<file path="config.mk">
export PLATFORM = sky130hd
export DESIGN_NAME = bsg_mem_1rw_sync_mask_write_rmw
export DESIGN_NICKNAME = d
export VERILOG_FILES = /design/src/rtl/bsg_mem_1rw_sync_mask_write_rmw_pkg.sv /design/src/rtl/bsg_mem_1rw_sync_synth.sv /design/src/rtl/bsg_mem_1rw_sync_mask_write_rmw.sv
export SDC_FILE = /design/constraint.sdc
export NUM_CORES = 2
export LEC_CHECK = 0
export ABC_AREA = 1
export CAP_MARGIN = 0
export CORE_ASPECT_RATIO = 2
export CORE_UTILIZATION = 35
export CTS_BUF_LIST = sky130_fd_sc_hd__clkbuf_16
export CTS_CLUSTER_DIAMETER = 150
export CTS_CLUSTER_SIZE = 24
export DETAILED_ROUTE_END_ITERATION = 10
export PLACE_DENSITY = 0.52
export SLEW_MARGIN = 20
export SYNTH_ARGS = -nofsm -noshare
export SYNTH_HDL_FRONTEND = slang
export SYNTH_HIERARCHICAL = 1
export SYNTH_SLANG_ARGS = --single-unit
</file>
<file path="constraint.sdc">
create_clock -name clk_i -period 8.2 [get_ports clk_i]
set_input_delay 1.23 -clock clk_i [delete_from_list [all_inputs] [get_ports clk_i]]
set_output_delay 1.23 -clock clk_i [all_outputs]
set_load 0.02 [all_outputs]
</file>
<file path="src/rtl/bsg_mem_1rw_sync_mask_write_rmw_pkg.sv">
// bsg_mem_1rw_sync_mask_write_rmw_pkg: RMW FSM state encoding and write-mask expansion helper.
package bsg_mem_1rw_sync_mask_write_rmw_pkg;

   typedef enum logic {e_rmw_idle, e_rmw_merge} rmw_state_e;

   localparam int max_width_gp = 1024;

   // Replicates each mask bit gran times; callers truncate to their own width.
   function automatic logic [max_width_gp-1:0] expand_mask(input logic [max_width_gp-1:0] mask,
                                                           input int unsigned gran);
      logic [max_width_gp-1:0] r;
      r = '0;
      if (gran != 0)
         for (int i = 0; i < max_width_gp; i++) r[i] = mask[i / gran];
      return r;
   endfunction

endpackage

</file>
<file path="src/rtl/bsg_mem_1rw_sync_synth.sv">
// bsg_mem_1rw_sync_synth: full-width single-port synchronous array; data_o updates only on reads.
module bsg_mem_1rw_sync_synth #(
   parameter int width_p       = 32,
   parameter int els_p         = 64,
   parameter int addr_width_lp = (els_p > 1) ? $clog2(els_p) : 1
) (
   input  logic                     clk_i,
   input  logic                     v_i,
   input  logic                     w_i,
   input  logic [addr_width_lp-1:0] addr_i,
   input  logic [width_p-1:0]       data_i,
   output logic [width_p-1:0]       data_o
);

   logic [width_p-1:0] mem [els_p];

   always_ff @(posedge clk_i)
      if (v_i & w_i) mem[addr_i] <= data_i;
      else if (v_i) data_o <= mem[addr_i];

endmodule

</file>
<file path="src/rtl/bsg_mem_1rw_sync_mask_write_rmw.sv">
// bsg_mem_1rw_sync_mask_write_rmw: masked-write memory over a non-maskable array;
// partial masks become a two-cycle read-modify-write.
module bsg_mem_1rw_sync_mask_write_rmw
   import bsg_mem_1rw_sync_mask_write_rmw_pkg::*;
#(
   parameter int width_p           = 32,
   parameter int els_p             = 64,
   parameter int mask_gran_p       = 8,
   parameter int latch_last_read_p = 0,
   parameter int addr_width_lp     = (els_p > 1) ? $clog2(els_p) : 1,
   parameter int mask_width_lp     = (mask_gran_p == 0) ? 1 : width_p / mask_gran_p
) (
   input  logic                     clk_i,
   input  logic                     reset_i,
   input  logic                     v_i,
   output logic                     ready_o,
   input  logic                     w_i,
   input  logic [addr_width_lp-1:0] addr_i,
   input  logic [width_p-1:0]       data_i,
   input  logic [mask_width_lp-1:0] write_mask_i,
   output logic                     data_v_o,
   output logic [width_p-1:0]       data_o
);

   if (mask_gran_p <= 0) begin : g_err_gran
      $error("mask_gran_p must be positive");
   end else if (width_p % mask_gran_p != 0) begin : g_err_div
      $error("width_p must be a multiple of mask_gran_p");
   end
   if (width_p > max_width_gp) begin : g_err_width
      $error("width_p exceeds max_width_gp");
   end

   rmw_state_e               state_r, state_n;
   logic [addr_width_lp-1:0] addr_r, mem_addr;
   logic [width_p-1:0]       data_r, mem_wdata, mem_rdata, mask_bits, merged;
   logic [mask_width_lp-1:0] mask_r;
   logic                     accept, full_mask, zero_mask, partial;
   logic                     mem_v, mem_w, read_pending_r;

   assign ready_o   = (state_r == e_rmw_idle);
   assign accept    = v_i & ready_o & ~reset_i;
   assign full_mask = &write_mask_i;
   assign zero_mask = ~|write_mask_i;
   assign partial   = accept & w_i & ~full_mask & ~zero_mask;
   assign data_v_o  = read_pending_r;

   // The array output still holds the RMW read during MERGE, since nothing else reads it.
   assign mask_bits = width_p'(expand_mask(max_width_gp'(mask_r), mask_gran_p));
   assign merged    = (mem_rdata & ~mask_bits) | (data_r & mask_bits);

   always_ff @(posedge clk_i or posedge reset_i)
      if (reset_i) state_r <= e_rmw_idle;
      else state_r <= state_n;

   always_comb begin
      state_n = partial ? e_rmw_merge : e_rmw_idle;
   end

   always_comb begin
      mem_v     = ready_o ? (accept & ~(w_i & zero_mask)) : 1'b1;
      mem_w     = ready_o ? (w_i & full_mask) : 1'b1;
      mem_addr  = ready_o ? addr_i : addr_r;
      mem_wdata = ready_o ? data_i : merged;
   end

   always_ff @(posedge clk_i)
      if (partial) begin
         addr_r <= addr_i;
         data_r <= data_i;
         mask_r <= write_mask_i;
      end

   always_ff @(posedge clk_i or posedge reset_i)
      if (reset_i) read_pending_r <= 1'b0;
      else read_pending_r <= accept & ~w_i;

   if (latch_last_read_p != 0) begin : g_latch
      logic [width_p-1:0] last_r;
      always_ff @(posedge clk_i or posedge reset_i)
         if (reset_i) last_r <= '0;
         else if (read_pending_r) last_r <= mem_rdata;
      assign data_o = read_pending_r ? mem_rdata : last_r;
   end else begin : g_no_latch
      assign data_o = read_pending_r ? mem_rdata : '0;
   end

   if ((1 << addr_width_lp) != els_p) begin : g_addr_chk
      always_ff @(posedge clk_i)
         if (accept) assert (32'(addr_i) < els_p);
   end

   bsg_mem_1rw_sync_synth #(
      .width_p (width_p),
      .els_p   (els_p)
   ) mem_array (
      .clk_i  (clk_i),
      .v_i    (mem_v),
      .w_i    (mem_w),
      .addr_i (mem_addr),
      .data_i (mem_wdata),
      .data_o (mem_rdata)
   );

endmodule
</file>
==> results.md <==
* Unrepaired setup endpoints after global routing: no
* R2R Path Start: state_r$_DFF_PP0_
* Mapped Area at 0.08980 mm^2
* Max Fanout on Critical Path at between 100 and 150
* Setup Fix Bufs, Post-CTS at 0
* Finished Cell Area at 0.09718 mm^2
* Cts hold-fix bufs at 0
* GPL Wtd Cong at roughly 0.82
* FMAX at around 190 MHz
* Flops & latches, synth at around 2100
* R2R Path End: mem_array/mem[58][24]$_DFFE_PP_
* Gr ovfl total at 0
* Initial Utilization at 0.3525
* Seq/Total Area, Yosys at 0.7102
* Number of global-route vias before repair at 57770
* Drc violations at 0
* DPL Wire Length at roughly 160 mm
* Final WL at between 200 and 300 mm
* Period utilization at 0.6307
* Worst Hold Class: primary input to asynchronous set/reset pin
* Clock Sink Count at around 2100
* Setup TNS at 0 ps
* Worst hold slack at 688.2 ps
* Die width at 360.2 um
* Post-layout min period at approximately 5200 ps
* Required @ worst endpoint at 8630 ps
* Largest net degree at the start of global routing at approximately 180
* Power, Total at 19.61 mW
* Syn_nets at about 8800
* Worst EP arrival at 5600 ps
* Initial antenna violation count at 13
* Leak Pwr at between 30 and 40 nW
* Area after DPL at 0.09452 mm^2
* Peak VDD IR at 0.0001566 V
* Status: complete, no violations
* # resized after CTS at 0
* Yosys warns at 6
* GRT Resource Usage Total at 0.2012
* Most numerous cell on the critical path: buf_4
* Power per standard cell area at 201.8 mW/mm^2
* Detailed Routing Iterations Pass 1 at 5
* Full die area at between 0.2 and 0.3 mm^2
* CP endpoint kind: flip-flop
* Filler Cells Inserted at roughly 25000
* Clock Path Buffers at 3
* IO Count at 80
* CTS HTree Levels at 3
* Worst slew margin at 0.2507
* Layout cells sized above 1 at 0.04607
* # rows at roughly 260
* DRT antenna net count at 0
* TritonCTS Buffers at 98
* Nets at just under 9000
* Register clock-pin slew on the reported worst setup and hold paths at roughly 100 ps
* Core ar. at around 0.25 mm^2
* Max incr delay on CP at 630 ps
* Final setup viols at 0
* Slew Viols, Final at 0
* CTS root buffer: clkbuf_16
* CTS tree: built
* Worst-skew pair later-pin latency at around 750 ps
* WL/cell at about 22 um
* CP Launch Type: flip-flop
* DIE HEIGHT at slightly above 700 um
* Syn_area_per_cell at slightly above 10 um^2
* Vias/cell at between 4 and 5
* Final hold vios at 0
* Cell Chain, Critical Path: inv_2, buf_4, nand2_1, nand2_4, inv_16, nor2_1, nand3_1, buf_4, nor2_4, buf_4
* First-pass GRT wire length at roughly 390 mm
* Critical Path Slowest Stage Cell: nor2_4
* Via count of the routed design at between 50000 and 60000
* Cells after Synth at roughly 8700
* Yosys cell types at 24
* Drt first-iter violations at about 4500
* Synthesis-to-finish area growth at 8.228%
* Port Buf Inserts at 79
* Slew @ Worst Pin at 1121 ps
* R2R depth at 10
* Critical path class: flip-flop to flip-flop
* Worst Skew at between 20 and 30 ps
* Maxcap violations at 0
* R2r setup slk at slightly above 3000 ps
[metrics by stage]
step                      setup slack (ps)  instances    util
final                                 3028      11970  0.3815
after CTS                             3142      11960  0.3815
after floorplan                       2518       8730       -
after global placement                2641      11850  0.3711
after global routing                  2946      11970  0.3815
after detailed placement              2537      11850  0.3711
[registers in the layout, indices dropped and copies added (netlist names)]
signal            count
mem_array/mem      2048
data_r               32
mem_array/data_o     32
addr_r                6
mask_r                4
data_v_o              1
state_r               1
[how the worst max path moves through the flow]
stage,slack (ps),startpoint,endpoint
5_1_grt,2950,state_r$_DFF_PP0_,mem_array/mem[58][24]$_DFFE_PP_
2_1_floorplan,2520,addr_i[3],mem_array/mem[40][0]$_DFFE_PP_
4_1_cts,3140,state_r$_DFF_PP0_,mem_array/mem[58][31]$_DFFE_PP_
6_report,3030,state_r$_DFF_PP0_,mem_array/mem[58][24]$_DFFE_PP_
3_5_place_dp,2540,addr_i[1],mem_array/mem[58][25]$_DFFE_PP_
3_3_place_gp,2640,addr_i[1],mem_array/mem[58][21]$_DFFE_PP_
[where the power goes]
part / switching [mW] / leakage, nW / internal (mW)
clock: 3.34 / 1.34 / 2.25
combinational: 1.48 / 19.1 / 0.436
sequential: 0.0437 / 19.1 / 12.1
[kinds of logic after synthesis]
group           synth area share
flops                     0.7102
compound gates          0.004375
buf+inv                  0.03188
simple gates              0.2536
[layout make-up]
cell class                 instances  area, um^2  area share
sequential                      2124       63770      0.6562
multi-input combinational       6104       24040      0.2474
tap                             3300        4129     0.04249
clock buffer                     103        2577     0.02652
timing repair buffer             247        2277     0.02343
inverter                          70       299.0    0.003077
clock inverter                    13       66.31   0.0006823
antenna                            8       20.02   0.0002060
[worst max-delay path: cells and delay by family (launching register included)]
family,cells,cell delay (ps)
flops,1,400
simple gates,5,2520
buf+inv,5,1720
[cell usage after synthesis]
| cell type | number | area, um^2 |
|---|---|---|
| buf_2 | 174 | 870.8 |
| dfrtp_1 | 2 | 50.05 |
| buf_1 | 28 | 105.1 |
| inv_2 | 11 | 41.29 |
| inv_4 | 2 | 12.51 |
| nand2_1 | 5819 | 21840 |
| inv_1 | 56 | 210.2 |
| o21ai_1 | 38 | 190.2 |
| clkinv_2 | 1 | 5.000 |
| nand4_1 | 4 | 25.02 |
| clkbuf_1 | 108 | 405.4 |
| nor2_1 | 174 | 653.1 |
| nor3_1 | 1 | 5.000 |
| buf_4 | 43 | 322.8 |
| nor4_1 | 2 | 12.51 |
| or2_2 | 3 | 18.77 |
| nand3_1 | 14 | 70.07 |
| or2_1 | 3 | 18.77 |
| edfxtp_1 | 2122 | 63720 |
| o211ai_1 | 5 | 37.54 |
| buf_6 | 79 | 889.6 |
| nor3_4 | 7 | 113.9 |
| o21ai_0 | 33 | 165.2 |
| nor3_2 | 1 | 10.01 |
[routing by layer]
layer	GRT usage	wire, um	up-vias
met1	0.2398	103900	29180
met2	0.3796	141800	1429
met4	0.05722	7228	12
li1	-	-	27870
met3	0.01869	11350	334
met5	0	75	-
[cell usage in the layout, fill, tap and decap left out, drive strengths merged]
cell type and instances:
nand2 5819, edfxtp 2122, nor2 174, buf 168, clkbuf 103, inv 82, clkdlybuf4s50 79, o21ai 71
nand3 14, nor3 9, diode 8, or2 6, o211ai 5, nand4 4, dfrtp 2, nor4 2
clkinv 1
Note: power is estimated with default switching activity, not from simulation.
